$ cat src/rtl/stream_mux_2x1.sv
// Two-source packet stream mux: round-robin arbitration with the grant held for
// a whole packet (until last), feeding a single-entry registered output stage.
module stream_mux_2x1 #(
  parameter int DATA_W = 8
) (
  input  logic              clk,
  input  logic              rst,
  input  logic [DATA_W-1:0] in0_data,
  input  logic              in0_valid,
  input  logic              in0_last,
  output logic              in0_ready,
  input  logic [DATA_W-1:0] in1_data,
  input  logic              in1_valid,
  input  logic              in1_last,
  output logic              in1_ready,
  output logic [DATA_W-1:0] out_data,
  output logic              out_valid,
  output logic              out_last,
  output logic              out_sel,
  input  logic              out_ready
);

  localparam logic [1:0] IDLE  = 2'd0;
  localparam logic [1:0] LOCK0 = 2'd1;
  localparam logic [1:0] LOCK1 = 2'd2;

  logic [1:0]        state;
  logic              prio;
  logic              can_load;
  logic              g_act;
  logic              g_sel;
  logic              acc;
  logic              acc_last;
  logic [DATA_W-1:0] acc_data;

  // In a locked state the grant is fixed even if the owner is momentarily idle.
  always_comb begin
    g_act = 1'b0;
    g_sel = 1'b0;
    case (state)
      LOCK0: begin g_act = 1'b1; g_sel = 1'b0; end
      LOCK1: begin g_act = 1'b1; g_sel = 1'b1; end
      default: begin
        if (in0_valid && in1_valid) begin
          g_act = 1'b1;
          g_sel = prio;
        end else if (in0_valid) begin
          g_act = 1'b1;
          g_sel = 1'b0;
        end else if (in1_valid) begin
          g_act = 1'b1;
          g_sel = 1'b1;
        end
      end
    endcase
  end

  assign can_load  = !out_valid || out_ready;
  assign in0_ready = !rst && can_load && g_act && !g_sel;
  assign in1_ready = !rst && can_load && g_act &&  g_sel;
  assign acc       = (in0_valid && in0_ready) || (in1_valid && in1_ready);
  assign acc_last  = g_sel ? in1_last : in0_last;
  assign acc_data  = g_sel ? in1_data : in0_data;

  always_ff @(posedge clk) begin
    if (rst) begin
      state     <= IDLE;
      prio      <= 1'b0;
      out_valid <= 1'b0;
      out_data  <= '0;
      out_last  <= 1'b0;
      out_sel   <= 1'b0;
    end else if (acc) begin
      out_valid <= 1'b1;
      out_data  <= acc_data;
      out_last  <= acc_last;
      out_sel   <= g_sel;
      // A last beat always releases the lock and hands priority to the other side.
      if (acc_last) begin
        state <= IDLE;
        prio  <= !g_sel;
      end else begin
        state <= g_sel ? LOCK1 : LOCK0;
      end
    end else if (out_ready) begin
      out_valid <= 1'b0;
    end
  end

endmodule
$ cat config.mk
export PLATFORM = sky130hd
export DESIGN_NAME = stream_mux_2x1
export DESIGN_NICKNAME = d
export VERILOG_FILES = /design/src/rtl/stream_mux_2x1.sv
export SDC_FILE = /design/constraint.sdc
export NUM_CORES = 1
export LEC_CHECK = 0
export BUFFER_PORTS_ARGS = -buffer_cell sky130_fd_sc_hd__buf_4
export CORE_MARGIN = 2
export CORE_UTILIZATION = 46
export CTS_BUF_LIST = sky130_fd_sc_hd__clkbuf_8
export CTS_CLUSTER_DIAMETER = 200
export DETAILED_ROUTE_END_ITERATION = 16
export GPL_TIMING_DRIVEN = 0
export MAX_ROUTING_LAYER = met4
export PLACE_DENSITY = 0.8
export SYNTH_ARGS = -nofsm -noshare
export SYNTH_HDL_FRONTEND = slang
export SYNTH_SLANG_ARGS = --single-unit
$ cat constraint.sdc
create_clock -name clk -period 2.3 [get_ports clk]
set_clock_uncertainty 0.15 [all_clocks]
set_input_delay 0.46 -clock clk [delete_from_list [all_inputs] [get_ports clk]]
set_output_delay 0.46 -clock clk [all_outputs]
set_load 0.05 [all_outputs]
-- Word-level counts from Yosys, hierarchy flattened
Cells that the tools add are included.
- logic and storage cells: 36
- input port bits: 23
- bits in registers: 14
- multiplexer cells: 13
- reductions and logical operators: 15
- eq/ne operators: 2
- operators by type and width (cell ; count):
    1-bit 2-to-1 mux ; 9
    8-bit 2-to-1 mux ; 1
    1-bit logical AND ; 7
    2-bit 2-to-1 mux ; 2
    1-bit logical NOT ; 3
    2-bit by 1-bit == test with 1-bit output, second input constant ; 1
    2-bit == test, second input constant ; 1
    1-bit logical OR ; 2
    1-bit one-hot mux with 2 select lines ; 1
    2-bit AND reduction ; 1
    2-bit nonzero test ; 1
    2-bit OR reduction ; 1

-- Longest topological paths before layout
Gate-level depths: netlist (run 1).
- word-level depth: 9
- depth in mapped cells: 8

-- Least setup slack after synthesis (run 1)
No wires, ideal clock.
- path type: reg2out
- start point: register state[0]
- end point: output in0_ready
- buffers on the path: 2
- slack: -244 ps
- arrival: 1934 ps
- cell stages (with the launch flop): 8
- path through: dfxtp_1 -> inv_1 -> ha_1 -> nand2b_1 -> o21a_1 -> buf_6 -> buf_4 -> nor2b_1
- cells in the longest elaborated chain, start to end: 5
- ends and longest elaborated chain (item ; RTL line ; RTL):
    start: declaration ; 27 ; logic [1:0] state;
    start signal: assignment ; 83 ; state <= g_sel ? LOCK1 : LOCK0;
    2-bit == test or 2-bit by 1-bit == test with 1-bit output (tied branches) ; 40 ; case (state)
    2-bit OR reduction (no line) ; - ;
    1-bit 2-to-1 mux ; 40 ;
    1-bit logical AND ; 59 ; assign in0_ready = !rst && can_load && g_act && !g_sel;
    1-bit logical AND (*) ; 59 ;
    end: declaration ; 11 ; output logic in0_ready,
Mark *: on every way between the ends. The rest lies on a longest branch, timed or not.

-- Worst setup path after layout (run 1)
Same ends and word-level chain as after synthesis.

==> impl_metrics.toml, run 1 <==
[run_status]
status = "finished clean"

[floorplanning]
die_x_um = 43.76
core-area_mm2 = 0.001489
die-area_mm2 = 0.001915
initial_utilization_pct = 48.82
rows = 14
die_h_um = 43.76
io_pins = 36

[critical_path]
critPathCaptureType = "output pin"
cp_data_arrival_time_ps = 1590
start_kind = "flop"
worst_path_max_delay_cell = "dfxtp_1"
critical_path_class = "flop to output pin"
critPathMaxFanout = 4
crit_path_cell_trace = "inv_1 -> ha_4 -> nand2b_4 -> o21a_1 -> buf_8 -> nor2b_4 -> buf_6"
slowest_delay_ps = 330
worstPathRequired_ps = 1690

[synthesis]
synth_top_area_share_pct = 38.55
synth_top_cell_by_area = "dfxtp_1"
syn_nets = 105
syn_inst = 81
yosysWarnings = 0
synth-seq-cells = 14
ys_seq_area_share_pct = 38.55
ys_types = 26
synth_area_um2 = 726.9
avgSynthCellArea_um2 = 8.975
ys_top_cells_by_area = "dfxtp_1, mux2i_1, a21oi_1"

[timing]
timing_max_transition_violations_final = 0
worst_pin_slew_ps = 456.4
max_freq_ghz = 0.4543
max_slew_margin_pct = 69.57
rsz0062_at_grt = "no"
finalHoldViolCount = 0
final.setup.worst_slack_ps = 98.97
period_needed_ps = 2201
setup_viol = 0
post-route-period-util_pct = 95.70

[pwr]
seq_power_share_pct = 36.2
p_per_area_mw_per_mm2 = 690.8
peakVddDrop_v = 0.0005083
power.switching_uw = 242.2
intPower_uw = 514.1
swShare_pct = 32.02
p_leak_uw = 0.0005201
comb_power_share_pct = 32.2
power_frac_clock_pct = 31.6

[final_layout]
instances_no_fill = 135
drive_gt1_share_pct = 40.34
area_growth_pct = 50.60
fill_cells = 119
seq_area_um2 = 280.3
num_antenna_cells = 0
multi_input_area_um2 = 436.7
fin_nets = 144

[place]
gp_congestion = 0.7853
pre_cts_slack_ps = 22.62
dp.final_hpwl_um = 1356
dp_cells = 131
io_buffers = 34

[global_route]
grt_usage_pct = 21.31
grt_pass1_wl_um = 2973
grt_antenna_before_repair = 0
grt_pass1_vias = 716
grt_max_degree = 14
grt_overflow_total = 0

[job]
cap_violations = 0

[route]
drt_iter0_markers = 3
dr.pass1.iters = 4
num_vias = 729
ant_nets = 0
vias_per_cell = 5.400
wire_per_inst_um = 13.25
totalWireLength_um = 1789
drc = 0

[clocking]
numCtsBuffers = 3
htree_levels = 1
holdBufCountCts = 0
cts_tree = "done"
clock_latency_ps = 240
root_buffer = "clkbuf_8"
clk_pin_slew_ps = 60
cts.sinks = 14
clockBufferDepth = 2

[hold_path]
hold_path_class = "flop to flop"
placed cells by master, fill, tap and decap left out, types with 3 or more instances in the layout:
cell type,n
clkbuf_8,4
buf_4,34
dfxtp_1,14
nor2_1,4
a211oi_1,9
mux2i_1,9
nor2b_1,3
a21oi_1,14
layer usage:
layer | wire length, um | vias to the layer above | global-route usage, % | share of wire (%)
met4 | 4 | 0 | 5.455 | 0.22
met1 | 795 | 327 | 24.41 | 44
li1 | - | 375 | - | -
met3 | 86 | 2 | 3.750 | 4.8
met2 | 903 | 25 | 37.94 | 50
met5 | 0 | - | - | 0
cell type report:
cell class                 instances  area share [%]
clock buffer                       4           5.029
tap                               16           1.829
inverter                           1          0.3429
multi-input combinational         60           39.89
buffer                             5           2.971
timing repair buffer              35           24.34
sequential                        14           25.60
through the flow:
stage	power, uW	utilization (%)	instance area (um2)	TNS (ps)	hold WS (ps)
after floorplan	435.5	-	732.0	-1.640	299.7
after detailed placement	513.3	67.65	1007	0	325.9
after global routing	783.9	73.53	1095	0	367.8
after CTS	755.3	72.35	1077	0	333.4
final	756.2	73.53	1095	0	332.8
after global placement	509.6	67.65	1007	0	319.4
synthesized netlist by cell type:
library cell   n
a2111oi_2      1
a211o_1        1
a211oi_1       9
a21o_1         1
a21oi_1       14
a2bb2oi_1      1
a31oi_1        1
buf_2          2
buf_4          1
buf_6          1
clkbuf_1       2
dfxtp_1       14
ha_1           1
inv_1          1
mux2i_1        9
nand2_1        2
nand2b_1       2
nand4b_1       1
nor2_1         5
nor2_2         1
nor2b_1        4
nor3_1         2
o21a_1         1
o21ai_0        2
or3_1          1
or4_1          1
final timing paths:
| check | start | endpoint | slack [ps] | cells after the start |
|---|---|---|---|---|
| worst min-delay path | state[0]$_SDFFE_PP0P_ | state[0]$_SDFFE_PP0P_ | 330 | 2 |
| worst max register to register | state[0]$_SDFFE_PP0P_ | state[1]$_SDFFE_PP0P_ | 170 | 8 |
| worst max-delay path | state[0]$_SDFFE_PP0P_ | in0_ready | 100 | 7 |
| worst min register to register | state[0]$_SDFFE_PP0P_ | state[0]$_SDFFE_PP0P_ | 330 | 2 |
power groups by stage:
| stage | registers [uW] | logic (uW) | clock network (uW) |
|---|---|---|---|
| CTS | 274 | 240 | 242 |
| floorplan | 338 | 97.0 | 0 |
| detailed placement | 278 | 235 | 0 |
| finish | 274 | 243 | 239 |
| global placement | 278 | 231 | 0 |
| global route | 276 | 261 | 247 |
timing repair:
| action | in CTS | in global routing |
|---|---|---|
| gates resized for setup | 3 | 2 |
| pin swaps | 0 | 0 |
| buffers inserted | 1 | 0 |
| setup endpoints to repair | 2 | 2 |
critical path, delay by kind of cell, from the launching register on:
family                     cells  cell delay (ps)
buffers and inverters          3              340
DFF                            1              330
adders and majority gates      1              280
and+or+nand+nor                2              250
AOI/OAI and AO/OA              1              150
sequential cells by signal (all words and copies together) (netlist names):
signal and flops:
out_data 8, out_last 1, out_sel 1, out_valid 1
prio 1, state 2
cells by family after synthesis:
| logic type | share of synthesized area (%) |
|---|---|
| AO/OA/AOI/OAI | 27.71 |
| AND/OR/NAND/NOR | 14.12 |
| flip-flops | 38.55 |
| multiplexers | 12.39 |
| buffers and inverters | 5.508 |
| adder cells (fa/ha/maj) | 1.721 |
Power figures use the tool's default switching activity.
==> inputs of run 2 (changes only) <==
==> config.mk (replaced) <==
export PLATFORM = sky130hd
export DESIGN_NAME = stream_mux_2x1
export DESIGN_NICKNAME = d
export VERILOG_FILES = /design/src/rtl/stream_mux_2x1.sv
export SDC_FILE = /design/constraint.sdc
export NUM_CORES = 1
export LEC_CHECK = 0
export ABC_AREA = 1
export BUFFER_PORTS_ARGS = -buffer_cell sky130_fd_sc_hd__buf_4
export CORE_UTILIZATION = 47
export CTS_BUF_LIST = sky130_fd_sc_hd__clkbuf_8
export CTS_CLUSTER_DIAMETER = 200
export DETAILED_ROUTE_END_ITERATION = 16
export GPL_TIMING_DRIVEN = 0
export MAX_ROUTING_LAYER = met4
export PLACE_DENSITY = 0.81
export SYNTH_ARGS = -nofsm -noshare
export SYNTH_HDL_FRONTEND = slang
export SYNTH_SLANG_ARGS = --single-unit
==> run 2 against run 1 <==
  * Design area grew 2.4%
  * Worst hold slack lost 95 ps
  * Sequential power grew 3%
  * Combinational power grew 26%
  * Worst setup slack gained 6.1 ps
  * Maximum frequency grew 0.28%
  * Power grew 9.5%
  * Synthesized area grew 3.3%
  * Sequential share of layout area shrank 0.60 points
  * Clock power is essentially flat
==> impl_metrics.toml, run 2 <==
[clocking]
clockBufferDepth = 2
clk_pin_slew_ps = 60
cts.sinks = 14
postCtsSetupBuffers = 0
cts_tree = "done"
root_buffer = "clkbuf_8"
cts-resized-gates = 4
htree_levels = 1
numCtsBuffers = 3
clock_latency_ps = 250
holdBufCountCts = 0

[synthesis]
ys_seq_area_share_pct = 37.33
synth_top_area_share_pct = 37.33
yosysWarnings = 0
synth_top_cell_by_area = "dfxtp_1"
syn_inst = 115
synth_commonest_cells = "nand2_1, nor2_1, dfxtp_1, inv_1, o21ai_1"
ys_top_cells_by_area = "dfxtp_1, nand2_1, nor2_1"
synthFlopType = "dfxtp_1"
yosysMostFrequentCell = "nand2_1"
ys_types = 18
async_reset_ff_share_pct = 0
avgSynthCellArea_um2 = 6.528
synth_area_um2 = 750.7
synth_edf_count = 0
syn_nets = 139
synth-seq-cells = 14

[timing]
max_slew_margin_pct = 72.87
setup_viol = 0
timing_max_transition_violations_final = 0
period_needed_ps = 2195
max_freq_ghz = 0.4556
post-route-period-util_pct = 95.43
finalHoldViolCount = 0
final.setup.tns_ps = 0
rsz0062_at_grt = "no"
worst_pin_slew_ps = 406.9

[final_layout]
instances_no_fill = 169
top_register = "out_data"
fill_cells = 116
final_common_cell = "nand2_1"
area_growth_pct = 49.33
final_cell_mix = "nand2_1, buf_4, nor2_1"
reg_top3 = "out_data x8, state x2"
drive_gt1_share_pct = 37.25
num_antenna_cells = 0
fin_nets = 178
largest_reg_flops = 8

[route]
wl_met2_um = 878
drt_iter0_markers = 9
met3_length_um = 81
totalWireLength_um = 1725
dr.pass1.iters = 4
top_layer = "met4"
wire_per_inst_um = 10.21
wl_met1_um = 712
drc = 0
num_vias = 817
ant_nets = 0
vias_per_cell = 4.834

[critical_path]
critPathMaxFanout = 10
worst_path_max_delay_cell = "dfxtp_1"
slowest_delay_ps = 320
cp_data_arrival_time_ps = 1580
crit_path_cell_trace = "inv_1 -> ha_4 -> nand2_1 -> clkinv_1 -> nand2_2 -> nand2_4 -> buf_6 -> nor2_2 -> buf_6"
critPathCaptureType = "output pin"
start_kind = "flop"
critical_path_class = "flop to output pin"
crit_top_cell = "buf_6"
worstPathRequired_ps = 1690
crit_buf_inv = 4
path_delay_family = "buffers and inverters"

[floorplanning]
core-area_mm2 = 0.001506
rows = 14
die-area_mm2 = 0.001761
die_x_um = 41.97
die_h_um = 41.97
initial_utilization_pct = 49.83
io_pins = 36

[pwr]
peakVddDrop_v = 0.0004205
p_leak_uw = 0.0005881
p_per_area_mw_per_mm2 = 738.4

[place]
dp_cells = 166
io_buffers = 35
gp_congestion = 0.7821
dp.final_hpwl_um = 1275

[run_status]
status = "finished clean"

[global_route]
grt_max_degree = 14
grt_pass1_wl_um = 3056
grt_usage_pct = 23.36
grt_antenna_before_repair = 0
grt_pass1_vias = 748
grt_overflow_total = 0

[hold_path]
hold_path_class = "primary input to flop"

[job]
cap_violations = 0
run 2: worst register-to-register path: stages (launching register included):
cell and delay [ps]:
dfxtp_1 320, inv_1 70, ha_4 240, nand2_1 60
clkinv_1 70, nand2_2 70, nand2_4 70, inv_4 140
nand3_2 110, nand2_4 100, inv_2 50, buf_6 130
nor2_1 90, nor2_1 50
run 2: final timing paths:
path	from	end	slack [ps]	cells after the start
worst min register to register	out_sel$_SDFFE_PP0P_	out_sel$_SDFFE_PP0P_	310	2
worst max register to register	state[0]$_SDFFE_PP0P_	out_data[7]$_SDFFE_PP0P_	460	13
worst min-delay path	rst	prio$_SDFFE_PP0P_	240	2
worst max-delay path	state[0]$_SDFFE_PP0P_	in0_ready	110	9
run 2: area by class of cell:
cell class | instances | area, um2 | share of cell area [%]
plain buffers | 4 | 37.54 | 3.348
clock buffers | 4 | 55.05 | 4.911
inverters | 13 | 51.30 | 4.576
multi-input cells | 83 | 410.4 | 36.61
flip-flops and latches | 14 | 280.3 | 25.00
well taps | 16 | 20.02 | 1.786
repair buffers | 35 | 266.5 | 23.77
run 2: where the power goes:
group	switching [uW]	internal, uW	total (uW)
Combinational	194	112	306
Clock	89.2	152	241
Sequential	13.0	268	281
run 2: metal layers:
metal	global-route usage [%]	vias to the layer above
met3	5.217	7
met4	11.61	0
li1	-	424
met5	-	-
met2	38.44	29
met1	26.58	357
run 2: logic make-up (layout without fill, tap and decap cells):
group,after synthesis,after routing,synth area share (%)
simple gates,67,67,38.67
buf+inv,18,56,11.33
compound gates,15,15,11.00
flops,14,14,37.33
fa+ha+maj,1,1,1.666
run 2: per-stage QoR:
| stage | hold slack, ps | total power (uW) | setup WS [ps] | instance area, um2 | util (%) |
|---|---|---|---|---|---|
| finish | 237.9 | 827.8 | 105.0 | 1121 | 74.42 |
| global route | 245.0 | 872.4 | 19.42 | 1121 | 74.42 |
| CTS | 240.3 | 823.9 | -14.42 | 1101 | 73.09 |
| detailed placement | 306.9 | 580.3 | 152.5 | 1039 | 68.94 |
| global placement | 297.6 | 574.4 | 188.3 | 1039 | 68.94 |
| floorplan | 291.5 | 487.3 | 145.9 | 755.7 | - |
==> inputs of run 3 (changes only) <==
--- a/config.mk
+++ b/config.mk
@@ -7,6 +7,7 @@
 export LEC_CHECK = 0
 export ABC_AREA = 1
 export BUFFER_PORTS_ARGS = -buffer_cell sky130_fd_sc_hd__buf_4
+export CORE_MARGIN = 5
 export CORE_UTILIZATION = 47
 export CTS_BUF_LIST = sky130_fd_sc_hd__clkbuf_8
 export CTS_CLUSTER_DIAMETER = 200
==> constraint.sdc (replaced) <==
create_clock -name clk -period 2.3 [get_ports clk]
set_clock_uncertainty 0.15 [all_clocks]
set_input_delay 0.23 -clock clk [delete_from_list [all_inputs] [get_ports clk]]
set_output_delay 0.23 -clock clk [all_outputs]
set_load 0.05 [all_outputs]
==> run 3 against run 2 <==
  * Cell count down 0.59%
  * Worst setup slack better by 100 ps
  * Routed wire length up 2.4%
  * Sequential power about the same
  * Combinational power down 6%
  * Die area up 42%
  * Design area down 4.6%
  * Power down 7.6%
  * Register-to-register slack worse by 160 ps
  * Via count down 4.8%
  * Critical path type unchanged
  * Largest cell class unchanged
==> impl_metrics.toml, run 3 (synthesis gave the netlist of run 2 again) <==
[run_status]
status = "finished clean"

[route]
ant_nets = 0
wire_per_inst_um = 10.52
drt_iter0_markers = 9
vias_per_cell = 4.631
num_vias = 778
totalWireLength_um = 1767
dr.pass1.iters = 4
drc = 0

[final_layout]
drive_gt1_share_pct = 34.21
multi_input_area_um2 = 385.4
top_register = "out_data"
reg_top3 = "out_data x8, state x2"
final_common_cell = "nand2_1"
fin_nets = 178
area_growth_pct = 42.50
seq_area_um2 = 280.3
final_cell_mix = "nand2_1, buf_4, nor2_1"
num_antenna_cells = 0
fill_cells = 144
largest_reg_flops = 8

[critical_path]
cp_data_arrival_time_ps = 1710
r2r_start = "state[0]$_SDFFE_PP0P_"
start_kind = "flop"
worstPathRequired_ps = 1920
worstSetupStartpoint = "state[0]$_SDFFE_PP0P_"
critical_path_class = "flop to output pin"
critPathCaptureType = "output pin"
critPathMaxFanout = 10

[timing]
final.setup.tns_ps = 0
final.setup.worst_slack_ps = 208.1
period_needed_ps = 2092
finalHoldViolCount = 0
post-route-period-util_pct = 90.95
worst_pin_slew_ps = 384.0
setup_viol = 0
timing_max_transition_violations_final = 0
rsz0062_at_grt = "no"
max_freq_ghz = 0.4780
max_slew_margin_pct = 74.40

[clocking]
postCtsSetupBuffers = 0
cts.sinks = 14
cts_tree = "done"
holdBufCountCts = 0
root_buffer = "clkbuf_8"
htree_levels = 1
cts-resized-gates = 0
clock_latency_ps = 240
clockBufferDepth = 2
clk_pin_slew_ps = 60
numCtsBuffers = 3

[global_route]
grt_antenna_before_repair = 0
grt_pass1_wl_um = 3111
use_met1_pct = 16.25
grtUsageMet2_pct = 27.75
grt_max_degree = 11
grt_overflow_total = 0
met3_usage_pct = 5.422
grt_usage_pct = 16.19
grt_pass1_vias = 782
grt.busiest_layer = "met2"

[floorplanning]
io_pins = 36
initial_utilization_pct = 49.83
die_x_um = 49.97
die_h_um = 49.97
core-area_mm2 = 0.001506
rows = 14
die-area_mm2 = 0.002497

[pwr]
p_leak_uw = 0.0005763
p_per_area_mw_per_mm2 = 715.4
total_power_uw = 765.3
peakVddDrop_v = 0.0004654

[place]
io_buffers = 35
pre_cts_slack_ps = 399.5
dp.final_hpwl_um = 1449
gp_congestion = 0.7639

[hold_path]
hold_start = "rst"
hold_path_class = "primary input to flop"

[job]
cap_violations = 0
-- run 3: changes by cell type in the layout (fill, tap and decap cells not counted), sizes merged --
cell	change
clkbuf	-1
-- run 3: final cells by class --
cell class                      count  area share, %
Tap cell                           16          1.871
Inverter                           13          4.561
Multi-Input combinational cell     83          36.02
Clock buffer                        3          3.860
Timing Repair Buffer               35          24.56
Sequential cell                    14          26.20
Buffer                              4          2.924
-- run 3: routing by layer --
metal / part of all wire (%) / wire length [um] / up-vias
li1: - / - / 421
met1: 41 / 724 / 327
met2: 49 / 871 / 26
met3: 8.1 / 143 / 4
met4: 1.5 / 27 / 0
met5: 0 / 0 / -
-- run 3: path summary, 6_finish.rpt --
| path | to | slack [ps] | cells past startpoint |
|---|---|---|---|
| worst max-delay path | in0_ready | 210 | 9 |
| worst min-delay path | prio$_SDFFE_PP0P_ | 20 | 2 |
| worst max register to register | out_data[4]$_SDFFE_PP0P_ | 300 | 13 |
| worst min register to register | out_last$_SDFFE_PP0P_ | 310 | 2 |
-- run 3: power by group --
| group | internal, uW | switching [uW] |
|---|---|---|
| Sequential | 268 | 12.2 |
| Clock | 116 | 81.3 |
| Combinational | 102 | 186 |
-- run 3: worst max-delay path, stage by stage (launching register included) --
cell      delay (ps)
dfxtp_1          320
inv_1             40
ha_1             310
nand2_1           80
clkinv_1          50
nand2_1           60
nand2_2           90
buf_2            200
nor2_1           110
buf_4            200
-- run 3: metrics by stage --
step	instance area, um2	hold slack (ps)	util (%)	instances
finish	1070	18.55	71.01	168
floorplan	750.7	142.4	-	115
global route	1070	11.03	71.01	168
global placement	1033	268.0	68.60	166
CTS	1075	15.63	71.35	169
detailed placement	1033	271.0	68.60	166
